$ cat config.mk
export PLATFORM = sky130hd
export DESIGN_NAME = im_tile_renderer
export DESIGN_NICKNAME = d
export VERILOG_FILES = /design/src/rtl/im_tile_renderer.sv
export SDC_FILE = /design/constraint.sdc
export NUM_CORES = 1
export LEC_CHECK = 0
export ABC_AREA = 1
export ABC_CLOCK_PERIOD_IN_PS = 4480
export BUFFER_PORTS_ARGS = -buffer_cell sky130_fd_sc_hd__buf_2
export CAP_MARGIN = 30
export CORE_MARGIN = 2
export CORE_UTILIZATION = 54
export DETAILED_ROUTE_END_ITERATION = 8
export PLACE_DENSITY = 0.81
export REMOVE_ABC_BUFFERS = 1
export SYNTH_ARGS = -nofsm -noshare
export SYNTH_HDL_FRONTEND = slang
export SYNTH_SLANG_ARGS = --single-unit
export TNS_END_PERCENT = 50
$ cat constraint.sdc
create_clock -name clk -period 4.48 [get_ports clk]
set_input_delay 0.672 -clock clk [delete_from_list [all_inputs] [get_ports clk]]
set_output_delay 0.672 -clock clk [all_outputs]
set_load 0.02 [all_outputs]
$ cat src/rtl/im_tile_renderer.sv
// Places one ROM tile per frame at a programmable origin with x1/x2/x4 upscale and optional colour key.
// Latency 3 clocks pixel -> rgb, one pixel per clock, never stalls.

module iob_rom_sp #(
  parameter int    DATA_W  = 32,
  parameter int    ADDR_W  = 13,
  parameter string HEXFILE = "none"
) (
  input  logic              clk,
  input  logic              r_en,
  input  logic [ADDR_W-1:0] addr,
  output logic [DATA_W-1:0] r_data
);
  // No file loader in this build: the ROM holds an address-derived image, HEXFILE picks its seed.
  localparam logic [11:0] IMG_SEED = (HEXFILE == "none") ? 12'h5A5 : 12'h000;

  logic [DATA_W-1:0] word;

  always_comb begin
    word = DATA_W'(addr);
    word[11:0] = word[11:0] ^ IMG_SEED;
  end

  always_ff @(posedge clk) begin
    if (r_en) r_data <= word;
  end
endmodule

module im_tile_renderer #(
  parameter int          DATA_W      = 32,
  parameter int          XLEN        = 40,
  parameter int          YLEN        = 40,
  parameter int          NIMG        = 4,
  parameter int          ISEL_W      = 2,
  parameter int          ADDR_W      = $clog2(NIMG*XLEN*YLEN),
  parameter string       HEXFILE     = "none",
  parameter logic [11:0] FRAME_COLOR = 12'hFFF,
  parameter int          KEY_EN      = 0,
  parameter logic [11:0] KEY_COLOR   = 12'hF0F
) (
  input  logic              clk,
  input  logic              rst,
  input  logic              frame_start,
  input  logic              cfg_wr,
  input  logic [9:0]        cfg_x0,
  input  logic [9:0]        cfg_y0,
  input  logic [ISEL_W-1:0] cfg_isel,
  input  logic [1:0]        cfg_scale,
  input  logic              cfg_en,
  output logic              cfg_pending,
  input  logic              pixel_valid,
  input  logic [9:0]        pixel_x,
  input  logic [9:0]        pixel_y,
  output logic [11:0]       rgb,
  output logic              rgb_valid,
  output logic              hit
);
  logic [9:0]        pend_x0, pend_y0, act_x0, act_y0;
  logic [ISEL_W-1:0] pend_isel, act_isel;
  logic [1:0]        pend_scale, act_scale;
  logic              pend_en, act_en;

  always_ff @(posedge clk) begin
    if (rst) begin
      pend_x0 <= '0; pend_y0 <= '0; pend_isel <= '0; pend_scale <= '0; pend_en <= 1'b0;
      act_x0  <= '0; act_y0  <= '0; act_isel  <= '0; act_scale  <= '0; act_en  <= 1'b0;
      cfg_pending <= 1'b0;
    end else begin
      if (cfg_wr) begin
        pend_x0 <= cfg_x0; pend_y0 <= cfg_y0; pend_isel <= cfg_isel;
        pend_scale <= cfg_scale; pend_en <= cfg_en;
      end
      // A write coinciding with frame_start bypasses the pending copy.
      if (frame_start) begin
        if (cfg_wr) begin
          act_x0 <= cfg_x0; act_y0 <= cfg_y0; act_isel <= cfg_isel;
          act_scale <= cfg_scale; act_en <= cfg_en;
        end else begin
          act_x0 <= pend_x0; act_y0 <= pend_y0; act_isel <= pend_isel;
          act_scale <= pend_scale; act_en <= pend_en;
        end
        cfg_pending <= 1'b0;
      end else if (cfg_wr) begin
        cfg_pending <= 1'b1;
      end
    end
  end

  logic [1:0]        shift;
  logic [11:0]       win_w, win_h, px_w, py_w, x0_w, y0_w;
  logic [9:0]        dx, dy, ix, iy;
  logic              isel_ok, in_win;
  logic [ADDR_W-1:0] addr;

  assign shift   = (act_scale == 2'd3) ? 2'd2 : act_scale;
  assign win_w   = 12'(XLEN) << shift;
  assign win_h   = 12'(YLEN) << shift;
  assign px_w    = {2'b00, pixel_x};
  assign py_w    = {2'b00, pixel_y};
  assign x0_w    = {2'b00, act_x0};
  assign y0_w    = {2'b00, act_y0};
  assign isel_ok = 32'(act_isel) < NIMG;
  // 12-bit window compare: a tile running past 1023 is clipped rather than wrapped.
  assign in_win  = act_en & pixel_valid & isel_ok &
                   (px_w >= x0_w) & (px_w < x0_w + win_w) &
                   (py_w >= y0_w) & (py_w < y0_w + win_h);
  assign dx      = pixel_x - act_x0;
  assign dy      = pixel_y - act_y0;
  assign ix      = dx >> shift;
  assign iy      = dy >> shift;
  assign addr    = ADDR_W'(act_isel) * ADDR_W'(XLEN*YLEN) + ADDR_W'(iy) * ADDR_W'(XLEN) + ADDR_W'(ix);

  logic [ADDR_W-1:0] s1_addr;
  logic              s1_win, s1_vld, s2_win, s2_vld;
  logic [DATA_W-1:0] rom_data;
  logic              unused_rom_hi;

  always_ff @(posedge clk) begin
    s1_addr <= addr;
  end

  iob_rom_sp #(.DATA_W(DATA_W), .ADDR_W(ADDR_W), .HEXFILE(HEXFILE)) u_rom (
    .clk    (clk),
    .r_en   (s1_win),
    .addr   (s1_addr),
    .r_data (rom_data)
  );

  assign unused_rom_hi = ^rom_data[DATA_W-1:12];

  always_ff @(posedge clk) begin
    if (rst) begin
      s1_win <= 1'b0; s1_vld <= 1'b0; s2_win <= 1'b0; s2_vld <= 1'b0;
      rgb <= FRAME_COLOR; rgb_valid <= 1'b0; hit <= 1'b0;
    end else begin
      s1_win <= in_win;  s1_vld <= pixel_valid;
      s2_win <= s1_win;  s2_vld <= s1_vld;
      rgb_valid <= s2_vld;
      if (!s2_win || (KEY_EN != 0 && rom_data[11:0] == KEY_COLOR)) begin
        rgb <= FRAME_COLOR; hit <= 1'b0;
      end else begin
        rgb <= rom_data[11:0]; hit <= 1'b1;
      end
    end
  end
endmodule

==> results of run 1 <==
==> final cells by class <==
| type | instances | area share |
|---|---|---|
| Multi-Input combinational cell | 541 | 0.4999 |
| Sequential cell | 93 | 0.2773 |
| Timing Repair Buffer | 130 | 0.1160 |
| Inverter | 105 | 0.05547 |
| Tap cell | 136 | 0.02380 |
| Clock buffer | 9 | 0.01732 |
| Clock inverter | 7 | 0.01015 |
==> power by group through the flow <==
stage               sequential [mW]  clock [mW]  combinational (mW)
floorplan                      1.02           0                1.37
detailed placement             1.03           0                2.11
global placement               1.02           0                2.04
finish                         1.01       0.572                2.66
global route                   1.02       0.612                2.91
CTS                            1.01       0.578                2.30
==> through the flow <==
stage | util | total power [mW]
final | 0.6926 | 4.244
after global routing | 0.6926 | 4.539
after CTS | 0.6640 | 3.884
after detailed placement | 0.6350 | 3.133
after global placement | 0.6350 | 3.061
after floorplan | - | 2.389
==> layer usage <==
layer | GRT usage | up-vias | part of all wire
li1 | - | 2716 | -
met1 | 0.3072 | 2519 | 0.42
met2 | 0.4439 | 238 | 0.48
met3 | 0.03100 | 49 | 0.064
met4 | 0.07699 | 0 | 0.028
met5 | 0 | - | 0
==> critical path, delay by kind of cell <==
family	cells	cell delay, ns
adder cells (fa/ha/maj)	6	1.62
XOR/XNOR	2	0.28
buffers and inverters	8	0.59
AO/OA/AOI/OAI	3	0.57
AND/OR/NAND/NOR	14	1.13
==> cell families after synthesis <==
group / after synthesis
AO/OA/AOI/OAI: 125
XOR/XNOR: 28
adder cells (fa/ha/maj): 79
buffers and inverters: 125
flip-flops: 93
other: 1
AND/OR/NAND/NOR: 307
==> how the worst max path moves through the flow <==
stage	end	startpoint	slack, ns	cells past startpoint
final	s1_addr[11]	pixel_y[0]	-0.1	33
after global routing	s1_addr[11]	pixel_y[0]	-0.23	33
after CTS	s1_addr[11]	pixel_y[0]	0.0006	34
after detailed placement	s1_addr[11]	pixel_y[0]	-0.55	32
after global placement	s1_addr[11]	pixel_y[0]	-0.42	32
after floorplan	s1_addr[11]	pixel_y[0]	-0.22	31
==> cells in the final DEF, fill, tap and decap left out, types with 4 or more instances in the layout <==
cell | netlist | routed
dfxtp_1 | 81 | 80
clkbuf_8 | 0 | 9
xor2_1 | 14 | 12
o21bai_1 | 4 | 4
inv_1 | 103 | 99
a221oi_1 | 4 | 4
buf_4 | 1 | 65
inv_2 | 2 | 5
edfxtp_1 | 12 | 12
nand2_2 | 1 | 6
nand3_1 | 35 | 35
o22a_1 | 5 | 5
buf_2 | 7 | 63
fa_1 | 9 | 7
xnor2_1 | 14 | 11
nand2_1 | 139 | 133
a21oi_1 | 60 | 57
nand4_1 | 9 | 9
nor2_1 | 112 | 109
o21ai_0 | 35 | 34
nor2_2 | 1 | 4
ha_1 | 70 | 56
ha_4 | 0 | 13
==> timing repair <==
item / in CTS / in global routing
hold endpoints to repair: 0 / 0
gates resized for setup: 10 / 42
pin swaps: 15 / 30
buffers inserted: 6 / 4
endpoints found under the setup margin: 1 / 3
==> state kept, by name (all words and copies together), names as in the netlist, 2 cells and up <==
| register | count |
|---|---|
| act_isel | 2 |
| act_x0 | 10 |
| act_scale | 2 |
| s1_addr | 12 |
| pend_y0 | 10 |
| act_y0 | 10 |
| rgb | 12 |
| u_rom.r_data | 12 |
| pend_isel | 2 |
| pend_x0 | 10 |
| pend_scale | 2 |
==> reports/qor.txt, run 1 <==
Core Region: 10,320 sq um
Post-Synth XOR/XNOR Area: 0.04276
Layout fillers: 801
Layout area overhead: 24.67%
Worst hold slack: 0.3994 ns
Switching Share: 0.4099
Number of synthesized flops with an enable pin: 12
Die Width: 107.1 microns
WP data required: 4.74 ns
Min-delay src: s1_addr[6]
Internal Power: 2.504 mW
Synth area leader: dfxtp_1
Worst Skew: 0.01831 ns
Post-layout worst setup margin: -0.09810 ns
CTS Hold Buffers Added: 0
Multi-input gate area: 3575 sq um
Reg2Reg Depth: 30
Crit-path slowest cell: fa_1
Vias in the first global route: 4,987
Final Hold Viols: 0
Congestion Overflow GR: 0
Sequential cell area: 1983 sq um
Failing checks: setup timing
Avg Inst Size Synth: 7.567 sq um
Routed length per instance: 14.42 microns
Worst r2r dst: s1_addr[11]
CTS buffer count: 9
CP endpoint kind: flip-flop
Register bit total from synthesis: 93
Crit start category: primary input
Final-report setup violation count: 1
Post-route cell area: 7151 sq um
First drt pass iteration count: 5
Row count: 37
Worst-path fanout max: 3
Cell Area, Synth: 5736 sq um
Clock Pin Slew Worst Setup and Hold Paths: 0.09 ns
Most used DFF post-synth: dfxtp_1
Part of the Yosys area used for sequential elements: 0.3455
Worst Max-Slew Pin Slew: 0.7485 ns
RSZ-0062 raised after global routing: yes
Die H: 107.1 microns
Final Net Count: 1,009
Diodes inserted: 0
Power Dens Cells: 593.5 nW/um^2
Hold path depth: 0
Setup TNS: -0.09810 ns
Root Buffer: clkbuf_8
Die ar.: 11,460 sq um
Place WS: -0.5504 ns
DRC Markers: 0
Detailed Place HPWL: 10,390 microns
Routed vias/inst: 5.408
Fmax: 218.4 MHz
P_leak: 3.515 nW
Clock H-tree levels: 3
Maximum number of pins on one net before global-route repair: 28
Sequential Power Share: 0.237
Initial antenna violation count: 0
Placer Congestion: 0.9345
Synth Warn #: 0
Asr flop ratio synth: 0
Commonest cells post-synth: nand2_1 (139), nor2_1 (112), inv_1 (103)
HP Class: reg2reg
Sw power: 1.740 mW
Hold Path Sink: u_rom.r_data[6]
Top cell type's share of synthesized area: 0.2827
Total GRT Usage: 0.2474
Clk pwr share: 0.135
Simple logic cell fraction of the synthesized area: 0.2192
Dpl cell area: 6555 sq um
Critical path arrival: 4.84 ns
Count leader, synth: nand2_1
Clock Sinks: 93
Max cap viols: 0
Comb pwr share: 0.628
Dominant cells by area after synthesis: dfxtp_1 (28%), ha_1 (15%), nand2_1 (9.1%), nor2_1 (7.3%), inv_1 (6.7%)
Slowest Stage Delay on Critical Path: 0.45 ns
CTS tree: built
Post-route ant nets: 0
Most used cell, CP: nand2_1
Multiplexer area fraction after synthesis: 0
Status: finished, violations left
Post-Syn Instances: 758
Main combinational cell family by area after synthesis: simple AND/OR/NAND/NOR gates
R2R setup slack: -0.08 ns
Share of cells above drive strength 1: 0.2203
Adder-cell area share of the yosys netlist: 0.1841
Starting Density: 0.5556
I/O Pins: 65
Clock Path Buffers: 2
Critical path class: in2reg
Netlist cell types: 40
First-pass GRT wire length: 22,650 microns
FF-to-FF Start: act_y0[1]
Max-slew violations: 0
Via count: 5,522
Drt total wl: 14,720 microns
Relative slew slack: 0.4991
Finished Layout Cells: 1,021
VDD IR max: 466.8 uV
PortBufs: 64
Inst Count DP: 994
DRT iter0 DRCs: 366
Final Cycle Share: 1.022
Worst skew pair latency: 0.37 ns
Post-synthesis compound-gate area fraction: 0.1237
Minimum clock period: 4.578 ns
No activity file was read; power rests on OpenSTA's default activity.
==> run 2, diff against run 1 <==
Settings changed: CAP_MARGIN 30 to 25, RECOVER_POWER set to 25.
==> reports/qor.txt, run 2 (same netlist as run 1, synthesis figures left out) <==
Worst skew pair latency: 0.37 ns (about the same)
Layout area overhead: 24.45% (was 24.67%)
DRC Markers: 0 (unchanged)
Post-route ant nets: 0 (unchanged)
Final-report setup violation count: 1 (unchanged)
PortBufs: 64 (unchanged)
Diodes inserted: 0 (unchanged)
Pwr Total: 4.251 mW (was 4.244 mW)
Maximum number of pins on one net before global-route repair: 28 (unchanged)
Placer Congestion: 0.9345 (unchanged)
Worst-path fanout max: 4 (was 3)
Failing checks: setup timing (unchanged)
Critical path class: in2reg (unchanged)
Initial antenna violation count: 0 (unchanged)
DRT iter0 DRCs: 385 (was 366)
WP depth: 29 (was 33)
Routed length per instance: 14.48 microns (was 14.42 microns)
Clock Sinks: 93 (unchanged)
CTS buffer count: 9 (unchanged)
First-pass GRT wire length: 22,650 microns (unchanged)
P_leak: 3.507 nW (was 3.515 nW)
Setup TNS: -0.09772 ns (was -0.09810 ns)
Final Hold Viols: 0 (unchanged)
Row count: 37 (unchanged)
Relative slew slack: 0.2949 (was 0.4991)
CTS tree: built (unchanged)
Reg2Reg Depth: 29 (was 30)
R2R setup slack: -0.1 ns (was -0.08 ns)
Detailed Place HPWL: 10,390 microns (unchanged)
CTS Hold Buffers Added: 0 (unchanged)
Drt total wl: 14,780 microns (was 14,720 microns)
Worst Skew: 0.02073 ns (was 0.01831 ns)
FF-to-FF Start: act_y0[4] (was act_y0[1])
Final Net Count: 1,009 (unchanged)
VDD IR max: 467.4 uV (was 466.8 uV)
Top Registers: rgb (12), s1_addr (12), u_rom.r_data (12) (unchanged)
Die ar.: 11,460 sq um (unchanged)
Total GRT Usage: 0.2474 (unchanged)
HP Class: reg2reg (unchanged)
Crit-path slowest cell: ha_1 (was fa_1)
Final Cycle Share: 1.022 (about the same)
CP endpoint kind: flip-flop (unchanged)
Clock Path Buffers: 2 (unchanged)
WP data required: 4.74 ns (about the same)
Die Width: 107.1 microns (unchanged)
First drt pass iteration count: 5 (unchanged)
Crit start category: primary input (unchanged)
Max cap viols: 0 (unchanged)
Clock H-tree levels: 3 (unchanged)
Fmax: 218.4 MHz (about the same)
Max-slew violations: 0 (unchanged)
Critical path arrival: 4.84 ns (about the same)
Routed vias/inst: 5.368 (was 5.408)
RSZ-0062 raised after global routing: yes (unchanged)
Most common cell after layout, fill and taps aside: nand2_1 (unchanged)
Commonest cells after routing, fill and taps aside: nand2_1 (133), nor2_1 (109), inv_1 (99), dfxtp_1 (80), buf_4 (65) (unchanged)
Via count: 5,481 (was 5,522)
Congestion Overflow GR: 0 (unchanged)
Power Dens Cells: 595.5 nW/um^2 (was 593.5 nW/um^2)
Inst Count DP: 994 (unchanged)
Most used cell, CP: nand2_1 (unchanged)
Minimum clock period: 4.578 ns (about the same)
Die H: 107.1 microns (unchanged)
Crit path buf inv count: 6 (was 8)
Worst Max-Slew Pin Slew: 1.058 ns (was 0.7485 ns)
Slowest Stage Delay on Critical Path: 0.33 ns (was 0.45 ns)
Worst r2r dst: s1_addr[11] (unchanged)
Vias in the first global route: 4,987 (unchanged)
Clock Pin Slew Worst Setup and Hold Paths: 0.09 ns (about the same)
CP startpoint: pixel_y[4] (was pixel_y[0])
I/O Pins: 65 (unchanged)
Status: finished, violations left (unchanged)
Finished Layout Cells: 1,021 (unchanged)
Share of cells above drive strength 1: 0.2181 (was 0.2203)
Core Region: 10,320 sq um (unchanged)
Layout fillers: 804 (was 801)
Root Buffer: clkbuf_8 (unchanged)
Starting Density: 0.5556 (unchanged)
Post-layout worst setup margin: -0.09772 ns (was -0.09810 ns)
CP endpoint: s1_addr[11] (unchanged)
Largest delay share family, worst path: simple AND/OR/NAND/NOR gates (was adder cells)
## run 2: power by group
part | switching (mW) | internal [mW] | leakage, nW
clock | 0.316 | 0.261 | 0.104
combinational | 1.40 | 1.27 | 2.62
sequential | 0.0354 | 0.972 | 0.780
total | 1.75 | 2.50 | 3.51
## run 2: final cells by class
type,instances,area [sq um],share of cell area
flip-flops and latches,93,1983,0.2778
clock inverters,7,72.57,0.01017
well taps,136,170.2,0.02384
clock buffers,9,123.9,0.01735
inverters,105,396.6,0.05557
repair buffers,130,817.0,0.1145
multi-input cells,541,3575,0.5008
## run 2: worst min path at each step
stage                            from               end  cells after the start
after floorplan           s1_addr[11]  u_rom.r_data[11]                      0
after global placement    s1_addr[11]  u_rom.r_data[11]                      0
after detailed placement   s1_addr[9]   u_rom.r_data[9]                      0
after CTS                  s1_addr[6]   u_rom.r_data[6]                      0
after global routing       s1_addr[6]   u_rom.r_data[6]                      0
final                      s1_addr[6]   u_rom.r_data[6]                      0
## run 2: metal layers
metal / global-route usage / routed length, microns / vias to the layer above / part of all wire
met3: 0.03100 / 873 / 32 / 0.059
met2: 0.4439 / 7186 / 220 / 0.49
met5: 0 / 0 / - / 0
li1: - / - / 2714 / -
met4: 0.07699 / 366 / 0 / 0.025
met1: 0.3072 / 6357 / 2515 / 0.43
## run 2: repair_timing
action	CTS	global route
setup buffers	6	4
cloned	0	0
setup endpoints to repair	1	3
resized for setup	10	42
pin swaps	15	30
endpoints found under the hold margin	0	0
## run 2: per-stage QoR
stage / setup WS [ns] / area [sq um] / hold slack [ns] / util
after floorplan: -0.2246 / 5652 / 0.3855 / -
after global placement: -0.4180 / 6555 / 0.3869 / 0.6350
after detailed placement: -0.5504 / 6555 / 0.3897 / 0.6350
after CTS: 0.0006213 / 6855 / 0.4033 / 0.6640
after global routing: -0.2338 / 7138 / 0.4129 / 0.6914
final: -0.09772 / 7138 / 0.4004 / 0.6914
